### src/rtl/cmd_to_gcode_pkg.sv
// cmd_to_gcode_pkg: op encoding, ASCII constants, field enum and shared cmd-to-code lookup
package cmd_to_gcode_pkg;
   localparam int OP_CMD_BITS = 3;
   typedef enum logic [OP_CMD_BITS-1:0] {
      OP_G00 = 3'd0, OP_G01 = 3'd1, OP_G02 = 3'd2, OP_G03 = 3'd3,
      OP_G90 = 3'd4, OP_G91 = 3'd5, OP_UNKNOWN = 3'd7
   } op_cmd_t;
   localparam logic [7:0] A_G = 8'h47, A_X = 8'h58, A_Y = 8'h59, A_I = 8'h49, A_J = 8'h4A;
   localparam logic [7:0] A_SP = 8'h20, A_MINUS = 8'h2D, A_STAR = 8'h2A, A_ZERO = 8'h30, A_LF = 8'h0A;
   typedef enum logic [2:0] {F_X, F_Y, F_I, F_J, F_CK} field_t;
   function automatic logic cmd_known(input logic [OP_CMD_BITS-1:0] c);
      return c <= OP_G91;
   endfunction
   function automatic logic [15:0] cmd_code(input logic [OP_CMD_BITS-1:0] c);
      return {c[2] ? 8'h39 : A_ZERO, A_ZERO | {6'd0, c[1:0]}};
   endfunction
   function automatic logic [7:0] field_letter(input field_t f);
      return f == F_X ? A_X : f == F_Y ? A_Y : f == F_I ? A_I : f == F_J ? A_J : A_STAR;
   endfunction
   function automatic logic [7:0] dchar(input logic [3:0] d);
      return A_ZERO | {4'd0, d};
   endfunction
endpackage

### src/rtl/cmd_to_gcode_dec_digitizer.sv
// cmd_to_gcode_dec_digitizer: signed value to decimal digits (LSD first), one digit per cycle
module cmd_to_gcode_dec_digitizer
   import cmd_to_gcode_pkg::*;
#(
   parameter int COORD_BITS = 16,
   parameter int MAX_DIGITS = 5,
   parameter int DW = $clog2(MAX_DIGITS + 1)
) (
   input  logic                         clk,
   input  logic                         reset,
   input  logic                         load,
   input  logic signed [COORD_BITS-1:0] value,
   output logic                         neg,
   output logic [DW-1:0]                ndig,
   output logic [MAX_DIGITS-1:0][3:0]   dig,
   output logic                         done
);
   localparam logic [COORD_BITS:0] TEN = (COORD_BITS + 1)'(10);
   logic [COORD_BITS:0] absv, mag, src, q;
   logic [3:0] r;
   assign absv = value[COORD_BITS-1] ? -{value[COORD_BITS-1], value} : {value[COORD_BITS-1], value};
   assign src = load ? absv : mag;
   assign q = src / TEN;
   assign r = 4'(src % TEN);
   // first digit comes straight from the loaded value, later digits from the running quotient
   always_ff @(posedge clk or posedge reset)
      if (reset) begin
         neg <= 1'b0;
         ndig <= '0;
         dig <= '0;
         mag <= '0;
         done <= 1'b1;
      end else if (load) begin
         neg <= value[COORD_BITS-1];
         dig[0] <= r;
         mag <= q;
         ndig <= DW'(1);
         done <= q == '0;
      end else if (!done) begin
         dig[ndig] <= r;
         mag <= q;
         ndig <= ndig + 1'b1;
         done <= q == '0;
      end
endmodule

### src/rtl/cmd_to_gcode.sv
// cmd_to_gcode: op command to ASCII G-code line serializer; CMD_TO_GCODE_CHECKSUM_EN adds '*<xor>' before LF
module cmd_to_gcode
   import cmd_to_gcode_pkg::*;
#(
   parameter int COORD_BITS = 16,
   parameter int MAX_DIGITS = 5
) (
   input  logic                         clk,
   input  logic                         reset,
   input  logic [OP_CMD_BITS-1:0]       cmd,
   input  logic signed [COORD_BITS-1:0] x,
   input  logic signed [COORD_BITS-1:0] y,
   input  logic signed [COORD_BITS-1:0] i,
   input  logic signed [COORD_BITS-1:0] j,
   input  logic                         in_valid,
   output logic                         in_ready,
   output logic [7:0]                   out_data,
   output logic                         out_valid,
   input  logic                         out_ready,
   output logic                         busy,
   output logic                         err
);
   localparam int DW = $clog2(MAX_DIGITS + 1);
   typedef enum logic [3:0] {IDLE, CHAR_G, CODE_HI, CODE_LO, SPACE, LETTER, CONV, SIGN, DIGITS, NEWLINE, DONE} state_t;
`ifdef CMD_TO_GCODE_CHECKSUM_EN
   localparam state_t TAIL = LETTER;
   localparam logic [7:0] TAIL_B = A_STAR;
   logic [7:0] ck;
`else
   localparam state_t TAIL = NEWLINE;
   localparam logic [7:0] TAIL_B = A_LF;
`endif
   state_t state;
   field_t field, nfield;
   logic [OP_CMD_BITS-1:0] c;
   logic signed [COORD_BITS-1:0] rx, ry, ri, rj, val, ckv;
   logic [DW-1:0] didx, ndig;
   logic [MAX_DIGITS-1:0][3:0] dig;
   logic [15:0] code;
   logic xfer, load, neg, done, arc;
   assign xfer = out_valid && out_ready;
   assign load = state == LETTER && xfer;
   assign code = cmd_code(c);
   assign arc = c == OP_G02 || c == OP_G03;
   assign nfield = field == F_X ? F_Y : (field == F_Y && arc) ? F_I : field == F_I ? F_J : F_CK;
`ifdef CMD_TO_GCODE_CHECKSUM_EN
   assign ckv = COORD_BITS'(ck);
`else
   assign ckv = '0;
`endif
   assign val = field == F_X ? rx : field == F_Y ? ry : field == F_I ? ri : field == F_J ? rj : ckv;
   cmd_to_gcode_dec_digitizer #(.COORD_BITS(COORD_BITS), .MAX_DIGITS(MAX_DIGITS), .DW(DW)) u_dig (
      .clk(clk), .reset(reset), .load(load), .value(val),
      .neg(neg), .ndig(ndig), .dig(dig), .done(done)
   );
`ifdef CMD_TO_GCODE_CHECKSUM_EN
   // running XOR of every byte from 'G' through the last field digit
   always_ff @(posedge clk or posedge reset)
      if (reset) ck <= '0;
      else if (state == IDLE && in_valid && in_ready) ck <= '0;
      else if (xfer && field != F_CK && state != NEWLINE) ck <= ck ^ out_data;
`endif
   // line sequencer; out_data/out_valid are loaded on the transfer that leaves each state
   always_ff @(posedge clk or posedge reset)
      if (reset) begin
         state <= IDLE;
         field <= F_X;
         c <= '0;
         rx <= '0;
         ry <= '0;
         ri <= '0;
         rj <= '0;
         didx <= '0;
         in_ready <= 1'b0;
         out_valid <= 1'b0;
         out_data <= '0;
         busy <= 1'b0;
         err <= 1'b0;
      end else
         case (state)
            IDLE:
               if (in_valid && in_ready) begin
                  c <= cmd;
                  rx <= x;
                  ry <= y;
                  ri <= i;
                  rj <= j;
                  field <= F_X;
                  in_ready <= 1'b0;
                  state <= cmd_known(cmd) ? CHAR_G : DONE;
                  out_valid <= cmd_known(cmd);
                  out_data <= A_G;
                  busy <= cmd_known(cmd);
                  err <= !cmd_known(cmd);
               end else in_ready <= 1'b1;
            CHAR_G: if (xfer) begin
               state <= CODE_HI;
               out_data <= code[15:8];
            end
            CODE_HI: if (xfer) begin
               state <= CODE_LO;
               out_data <= code[7:0];
            end
            CODE_LO: if (xfer) begin
               state <= c < OP_G90 ? SPACE : TAIL;
               out_data <= c < OP_G90 ? A_SP : TAIL_B;
               field <= c < OP_G90 ? F_X : F_CK;
            end
            SPACE: if (xfer) begin
               state <= LETTER;
               out_data <= field_letter(field);
            end
            LETTER: if (xfer) begin
               state <= CONV;
               out_valid <= 1'b0;
            end
            CONV: if (done) begin
               didx <= ndig - 1'b1;
               state <= neg ? SIGN : DIGITS;
               out_valid <= 1'b1;
               out_data <= neg ? A_MINUS : dchar(dig[ndig - 1'b1]);
            end
            SIGN: if (xfer) begin
               state <= DIGITS;
               out_data <= dchar(dig[didx]);
            end
            DIGITS: if (xfer) begin
               if (didx != '0) begin
                  didx <= didx - 1'b1;
                  out_data <= dchar(dig[didx - 1'b1]);
               end else if (field == F_CK) begin
                  state <= NEWLINE;
                  out_data <= A_LF;
               end else begin
                  state <= nfield == F_CK ? TAIL : SPACE;
                  out_data <= nfield == F_CK ? TAIL_B : A_SP;
                  field <= nfield;
               end
            end
            NEWLINE: if (xfer) begin
               state <= DONE;
               out_valid <= 1'b0;
               busy <= 1'b0;
            end
            DONE: begin
               state <= IDLE;
               err <= 1'b0;
               in_ready <= 1'b1;
            end
            default: state <= IDLE;
         endcase
endmodule

### config.mk
export PLATFORM = sky130hd
export DESIGN_NAME = cmd_to_gcode
export DESIGN_NICKNAME = d
export VERILOG_FILES = /design/src/rtl/cmd_to_gcode_pkg.sv /design/src/rtl/cmd_to_gcode_dec_digitizer.sv /design/src/rtl/cmd_to_gcode.sv
export SDC_FILE = /design/constraint.sdc
export NUM_CORES = 1
export LEC_CHECK = 0
export CORE_MARGIN = 1.5
export CORE_UTILIZATION = 58
export CTS_BUF_LIST = sky130_fd_sc_hd__clkbuf_8
export DETAILED_ROUTE_END_ITERATION = 8
export MAX_ROUTING_LAYER = met4
export PLACE_DENSITY_LB_ADDON = 0.08
export SLEW_MARGIN = 30
export SYNTH_ARGS = -nofsm -noshare
export SYNTH_HDL_FRONTEND = slang
export SYNTH_SLANG_ARGS = --single-unit
### constraint.sdc
create_clock -name clk -period 24.7 [get_ports clk]
set_input_delay 4.94 -clock clk [delete_from_list [all_inputs] [get_ports clk]]
set_output_delay 4.94 -clock clk [all_outputs]
set_load 0.005 [all_outputs]
==> results.md, run 1 <==
* Post-synth top cells: 126 x dfrtp_1, 113 x nand2_1, 96 x nor2_1
* H-tree Lvls at 4
* Largest stage delay on the critical path at 0.55 ns
* Hold crit path type: flop to flop
* Post-synth net total at 1087
* Crit Path Category: input port to flop
* Slew headroom at 43.2%
* Critical path arrival at 13.69 ns
* Post-CTS Setup Bufs at 0
* Data required, critical path at 25.07 ns
* Starting Density at 60.0%
* Post-layout nets at 1132
* GRT busiest layer: met2
* Die height at 129 um
* First-pass GRT wire length at 41100 um
* Final setup viols at 0
* Final period util at 53.9%
* First-pass DRT Iterations at 6
* Via density per instance at 6.57
* Post-synth ARST share at 100%
* Global routing usage on met2 at 46.5%
* Hold Crit Depth at 2
* Routing usage on met3 at 7.89%
* Area leader, netlist: dfrtp_1
* Setup TNS at 0 ns
* Post-CTS resize count at 0
* Filler cell count at 1271
* Ys Warns at 0
* CTS max path bufs at 2
* Initial antenna violation count at 0
* CP Max Fanout at 25
* Multi-input logic area at 0.00568 mm^2
* CTS tree: yes
* Worst Skew at 0.0101 ns
* Fin crit period at 13.32 ns
* Outcome: complete, no violations
* Routability cong. at 0.938
* Vias at 8384
* Unrepaired setup endpoints after global routing: false
* P&R area growth vs syn at 13.8%
* Iter 0 DRT Violations at 887
* Register Area at 0.00318 mm^2
* CTS buffer count at 17
* Post-DP Area at 0.0101 mm^2
* Worst-Skew Late Latency at 0.47 ns
* Count leader, synth: dfrtp_1
* Critical path endpoint category: flop
* Fin. Hold Viols at 0
* #FFs+latches synth at 127
* Worst slew pin tran at 0.828 ns
* Post-synth top area share at 34.2%
* Drt wl/cell at 19.5 um
* Port buffer count at 81
* Number of cell rows at 45
* Mapped Area at 0.00922 mm^2
* Yosys cell types at 91
* Core Util, Final at 68.2%
* Mean area per synthesized cell at 9.15 um^2
* Top FF cell, synth: dfrtp_1
* Io pins at 83
* Dpl cells at 1244
* Vias in the first global route at 7964
* EDFF count, synth at 0
* Core area at 0.0154 mm^2
* Area contributors post-synth: dfrtp_1 34%, mux2_2 8.8%, mux4_2 5.9%, nand2_1 4.6%, nor2_1 3.9%
* Largest net degree at the start of global routing at 72
* Root Driver: clkbuf_8
* Layout cells sized above 1 at 17.0%
* Crit start category: input port
* GR Overflow Total at 0
* # DRC at 0
* Dpl hpwl at 18000 um
* Worst-path clk slew at 0.09 ns
* Pins over their slew limit at 0
* Met1 Use GR at 46.1%
* Finished Cell Area at 0.0105 mm^2
* Final ANT Viol Nets at 0
* Drt total wl at 24900 um
* CP max stage cell: a2111oi_2
* Hold buffer count at CTS at 0
* Worst path most repeated cell: nand2_1
* Gr usage total at 32.6%
* Die ar. at 0.0167 mm^2
* Synth Instances at 1007
* Fin cells at 1276
* Die Span X at 129 um
* ANT cells at 0
* CTS sink cnt at 127
* Max Clk Rate at 0.0751 GHz
* R2r worst-path depth at 31
* Post-synthesis sequential area ratio at 34.5%
* Number of max-cap violations at 0
==> kinds of logic (layout without fill, tap and decap cells) <==
family	Yosys count	count (layout)	share of synthesized area (%)
fa+ha+maj	12	12	1.55
simple gates	352	352	17.8
compound gates	290	290	22.9
mux	115	115	17.0
buf+inv	87	145	3.99
other cells	1	1	0.0407
flops	127	127	34.5
xor+xnor	23	23	2.19
==> layout make-up <==
class,count,share of cell area (%)
Tap cell,211,2.52
Timing Repair Buffer,94,8.70
Sequential cell,127,30.3
Multi-Input combinational cell,793,54.1
Clock buffer,17,2.23
Clock inverter,15,1.43
Inverter,19,0.704
==> registers in the layout (all words and copies together) (netlist names), 3 cells and up <==
signal      count
u_dig.ndig      3
field           3
rj             16
state           4
u_dig.mag      14
ri             16
u_dig.dig      20
didx            3
rx             16
c               3
ry             16
out_data        7
==> metrics by stage <==
stage	setup WS (ns)	hold slack, ns
floorplan	12.86	0.450
global placement	11.39	0.461
detailed placement	11.15	0.470
CTS	11.60	0.488
global route	10.85	0.526
finish	11.38	0.488
==> worst paths after layout <==
| check | from | endpoint | slack, ns |
|---|---|---|---|
| setup / recovery | out_ready | u_dig.done | 11.38 |
| hold / removal | out_data[3] | out_data[3] | 0.49 |
| setup reg to reg | field[1] | u_dig.done | 14.75 |
| hold reg to reg | out_data[3] | out_data[3] | 0.49 |
| max in group asynchronous | reset | rj[14] | 18.67 |
| min in group asynchronous | reset | u_dig.dig[7] | 4.95 |
==> critical path, delay by kind of cell <==
| kind | cells | cell delay (ns) |
|---|---|---|
| and+or+nand+nor | 15 | 3.69 |
| xor gates and xnor gates | 1 | 0.47 |
| AOI/OAI and AO/OA | 11 | 3.33 |
| buffers and inverters | 3 | 0.78 |
| adders and majority gates | 2 | 0.47 |
==> per-layer routing <==
layer | share of wire, % | wire length, um
met5 | 0 | 0
met4 | 2.3 | 564
met2 | 44 | 11000
met3 | 7.4 | 1850
met1 | 46 | 11500
==> cells in the final DEF, fill, tap and decap left out, drive strengths merged, types with 17 or more instances in the layout <==
cell             n
clkbuf          17
o211ai          17
mux2i           17
clkdlybuf4s50   81
o21ai           68
inv             26
nor3            28
nand2          115
mux2            74
dfrtp          126
a31oi           18
nand3           35
a21oi           57
mux4            24
nor2            96
Power of run 1 is not shown: default switching activity piles up to over one toggle a cycle in this logic, so the estimate is an artifact.
==> run 2, diff against run 1 <==
CORE_UTILIZATION = 55   (was 58)
clock period = 11.9 ns   (was 24.7 ns; I/O delays follow)
==> results.md, run 2 (synthesis gave the netlist of run 1 again) <==
* Drt total wl at 24600 um
* Worst slew pin tran at 0.917 ns
* Number of cell rows at 47
* Die height at 132 um
* Worst-Skew Late Latency at 0.45 ns
* Core area at 0.0165 mm^2
* Via density per instance at 6.42
* Slew headroom at 38.9%
* Routability cong. at 0.914
* Die Span X at 132 um
* Worst Skew at 0.0171 ns
* GR Overflow Total at 0
* Port buffer count at 81
* First-pass DRT Iterations at 5
* Final period util at 89.5%
* Post-DP Area at 0.0101 mm^2
* Gr usage total at 29.9%
* Drt wl/cell at 19.2 um
* Setup TNS at 0 ns
* H-tree Lvls at 4
* CTS max path bufs at 2
* Largest stage delay on the critical path at 0.60 ns
* Critical path endpoint category: flop
* Post-CTS resize count at 0
* HP Start: out_data[6]
* CP Max Fanout at 15
* Post-layout nets at 1133
* Worst-path clk slew at 0.08 ns
* GRT busiest layer: met2
* Data required, critical path at 12.26 ns
* Vias in the first global route at 7901
* Starting Density at 56.0%
* Unrepaired setup endpoints after global routing: false
* Fin. Hold Viols at 0
* Io pins at 83
* # DRC at 0
* Vias at 8253
* CTS sink cnt at 127
* Finished Cell Area at 0.0105 mm^2
* Routing usage on met3 at 6.25%
* Number of max-cap violations at 0
* Worst path most repeated cell: nand2_1
* Critical path buffer and inverter count at 3
* Post-CTS Setup Bufs at 0
* Die ar. at 0.0175 mm^2
* R2r worst-path depth at 31
* CP top delay family: simple AND/OR/NAND/NOR gates
* Global routing usage on met2 at 42.7%
* Layout cells sized above 1 at 17.1%
* Root Driver: clkbuf_8
* CTS tree: yes
* Most common cell after layout, fill and taps aside: dfrtp_1
* R2r startpoint: field[1]
* CTS buffer count at 17
* Crit Path Category: input port to flop
* Crit start category: input port
* First-pass GRT wire length at 40900 um
* Hold buffer count at CTS at 0
* Critical path arrival at 11.01 ns
* CP max stage cell: a2111oi_2
* Pins over their slew limit at 0
* WHS at 0.481 ns
* Hold Crit Depth at 1
* Hold Path Sink: out_data[6]
* Hold crit path type: flop to flop
* Worst R2R Setup Slack at 2.27 ns
* Most frequent cells in the layout: 126 x dfrtp_1, 113 x nand2_1, 95 x nor2_1
* Reg with most FFs: u_dig.dig
* Largest net degree at the start of global routing at 76
* Dpl hpwl at 17900 um
* Max FFs per register at 20
* Iter 0 DRT Violations at 803
* Final setup viols at 0
* ANT cells at 0
* Met1 Use GR at 42.6%
* Outcome: complete, no violations
* P&R area growth vs syn at 14.3%
* Max Clk Rate at 0.0939 GHz
* Fin crit period at 10.65 ns
* RR Endpoint: u_dig.done
* Initial antenna violation count at 0
* Final ANT Viol Nets at 0
==> run 2: cell types whose count changed in the layout (fill, tap and decap cells not counted) <==
| cell | delta |
|---|---|
| inv_8 | -4 |
| bufinv_16 | +3 |
| clkinv_2 | +2 |
| clkinv_8 | -2 |
| buf_4 | +1 |
| inv_1 | -1 |
| inv_6 | +1 |
==> run 2: area by class of cell <==
class	instances	area [um^2]
fillers	1410	5930
multi-input cells	793	5680
flip-flops and latches	127	3180
repair buffers	95	920
well taps	220	275
clock buffers	17	234
clock inverters	14	178
inverters	19	73.8
==> run 2: metrics by stage <==
| step | utilization [%] | std cells | worst slack [ns] |
|---|---|---|---|
| global placement | 61.5 | 1254 | 1.16 |
| floorplan | - | 1007 | 2.62 |
| finish | 64.0 | 1285 | 1.25 |
| CTS | 64.0 | 1285 | 1.45 |
| detailed placement | 61.5 | 1254 | 0.988 |
| global route | 64.0 | 1285 | 0.577 |
==> run 2: how the worst max path moves through the flow <==
stage | startpoint | end | slack [ns] | cells after the start
2_1_floorplan | out_ready | u_dig.dig[10] | 2.62 | 35
3_3_place_gp | out_ready | u_dig.dig[6] | 1.16 | 30
6_report | out_ready | u_dig.done | 1.25 | 31
4_1_cts | out_ready | u_dig.dig[9] | 1.45 | 30
3_5_place_dp | out_ready | u_dig.dig[9] | 0.99 | 30
5_1_grt | out_ready | u_dig.dig[19] | 0.58 | 31
==> run 2: routing by layer <==
layer / vias up / part of all wire (%)
li1: 3884 / -
met1: 3998 / 46
met2: 326 / 45
met3: 45 / 6.9
met4: 0 / 2.0
met5: - / 0
Power of run 2 is left out for the same reason.
==> run 3, diff against run 2 <==
CAP_MARGIN = 20   (was not set)
PLACE_DENSITY = 0.91   (was not set)
PLACE_DENSITY_LB_ADDON = not set   (was 0.08)
clock period = 9.66 ns   (was 11.9 ns; I/O delays follow)
==> results.md, run 3 (synthesis gave the netlist of run 1 again) <==
* Vias at 8782
* Root Driver: clkbuf_8
* Worst path most repeated cell: buf_4
* CTS max path bufs at 2
* Die Span X at 132 um
* Vias in the first global route at 8510
* Number of max-cap violations at 0
* Via density per instance at 6.69
* Worst-path clk slew at 0.08 ns
* Critical path arrival at 9.61 ns
* Worst-Skew Late Latency at 0.49 ns
* GR Overflow Total at 0
* Number of cell rows at 47
* Slew headroom at 44.6%
* Met2 WL at 12800 um
* Iter 0 DRT Violations at 1212
* H-tree Lvls at 4
* Hold crit path type: flop to flop
* RR Endpoint: u_dig.dig[5]
* Largest net degree at the start of global routing at 77
* Met3 wire length at 2150 um
* CTS tree: yes
* CP Max Fanout at 10
* ANT cells at 0
* CP max stage cell: clkdlybuf4s50_1
* Outcome: complete, no violations
* Dpl hpwl at 19200 um
* Worst Skew at 0.0173 ns
* Die ar. at 0.0175 mm^2
* Crit start category: input port
* # DRC at 0
* Gr usage total at 32.1%
* Io pins at 83
* P&R area growth vs syn at 17.4%
* Core area at 0.0165 mm^2
* Hold Path Sink: out_data[1]
* Core Util, Final at 65.7%
* Final setup viols at 0
* Fin crit period at 9.26 ns
* Port buffer count at 81
* Largest stage delay on the critical path at 0.44 ns
* R2r worst-path depth at 31
* Layout cells sized above 1 at 20.1%
* R2r startpoint: field[1]
* Unrepaired setup endpoints after global routing: false
* Worst slew pin tran at 0.809 ns
* Initial antenna violation count at 0
* Crit Path Category: input port to flop
* Most frequent cells in the layout: 125 x dfrtp_1, 111 x nand2_1, 94 x nor2_1
* Max Clk Rate at 0.108 GHz
* Drt wl/cell at 20.2 um
* Data required, critical path at 10.00 ns
* Most common cell after layout, fill and taps aside: dfrtp_1
* Drt total wl at 26500 um
* Critical path endpoint category: flop
* Starting Density at 56.0%
* Worst R2R Setup Slack at 0.80 ns
* Final period util at 95.9%
* Post-layout nets at 1160
* Die height at 132 um
* Reg with most FFs: u_dig.dig
* Routability cong. at 0.940
* First-pass GRT wire length at 44000 um
* Fin. Hold Viols at 0
* CTS buffer count at 17
* CTS sink cnt at 127
* Max FFs per register at 20
* Hold Crit Depth at 2
* Met1 Wirelength at 10700 um
* Top sig layer: met4
* First-pass DRT Iterations at 6
* Final ANT Viol Nets at 0
* Pins over their slew limit at 0
* HP Start: out_data[1]
## run 3: cell type report
class	count	area, um^2
clock inverter	15	183
tap	220	275
inverter	19	73.8
timing repair buffer	122	1120
clock buffer	17	234
fill	1297	5640
multi-input combinational	793	5750
sequential	127	3180
## run 3: layer usage
layer / track usage (%) / vias to the layer above
met3: 5.21 / 99
met1: 41.7 / 4181
li1: - / 3940
met4: 13.4 / 0
met2: 50.1 / 562
met5: - / -
## run 3: repair_timing
item | in CTS | in global routing
hold buffers | 0 | 0
endpoints found under the setup margin | 0 | 17
buffers inserted | 0 | 2
gates resized for setup | 0 | 15
## run 3: worst max path at each step
stage / from / endpoint / slack [ns] / depth (start not counted)
after global routing: out_ready / u_dig.done / 0.008 / 34
after detailed placement: out_ready / u_dig.dig[3] / -0.19 / 33
after global placement: out_ready / u_dig.dig[6] / -0.01 / 32
final: out_ready / u_dig.dig[5] / 0.40 / 34
after CTS: out_ready / u_dig.dig[3] / 0.24 / 33
after floorplan: out_ready / u_dig.dig[10] / 0.83 / 35
## run 3: critical path, delay by kind of cell
kind            cells  cell delay, ns
xor+xnor            2            0.45
buf+inv             6            1.32
fa+ha+maj           2            0.46
compound gates     14            3.36
simple gates       10            2.06
## run 3: per-stage QoR
stage               hold slack [ns]  cell area, um^2  setup WS, ns  TNS, ns  instances
floorplan                     0.450             9220         0.831        0       1007
global placement              0.463            10300       -0.0147   -0.124       1279
detailed placement            0.471            10300        -0.194    -2.20       1279
CTS                           0.490            10700         0.238        0       1311
global route                  0.533            10800       0.00755        0       1313
finish                        0.488            10800         0.399        0       1313
Power of run 3 is left out for the same reason.
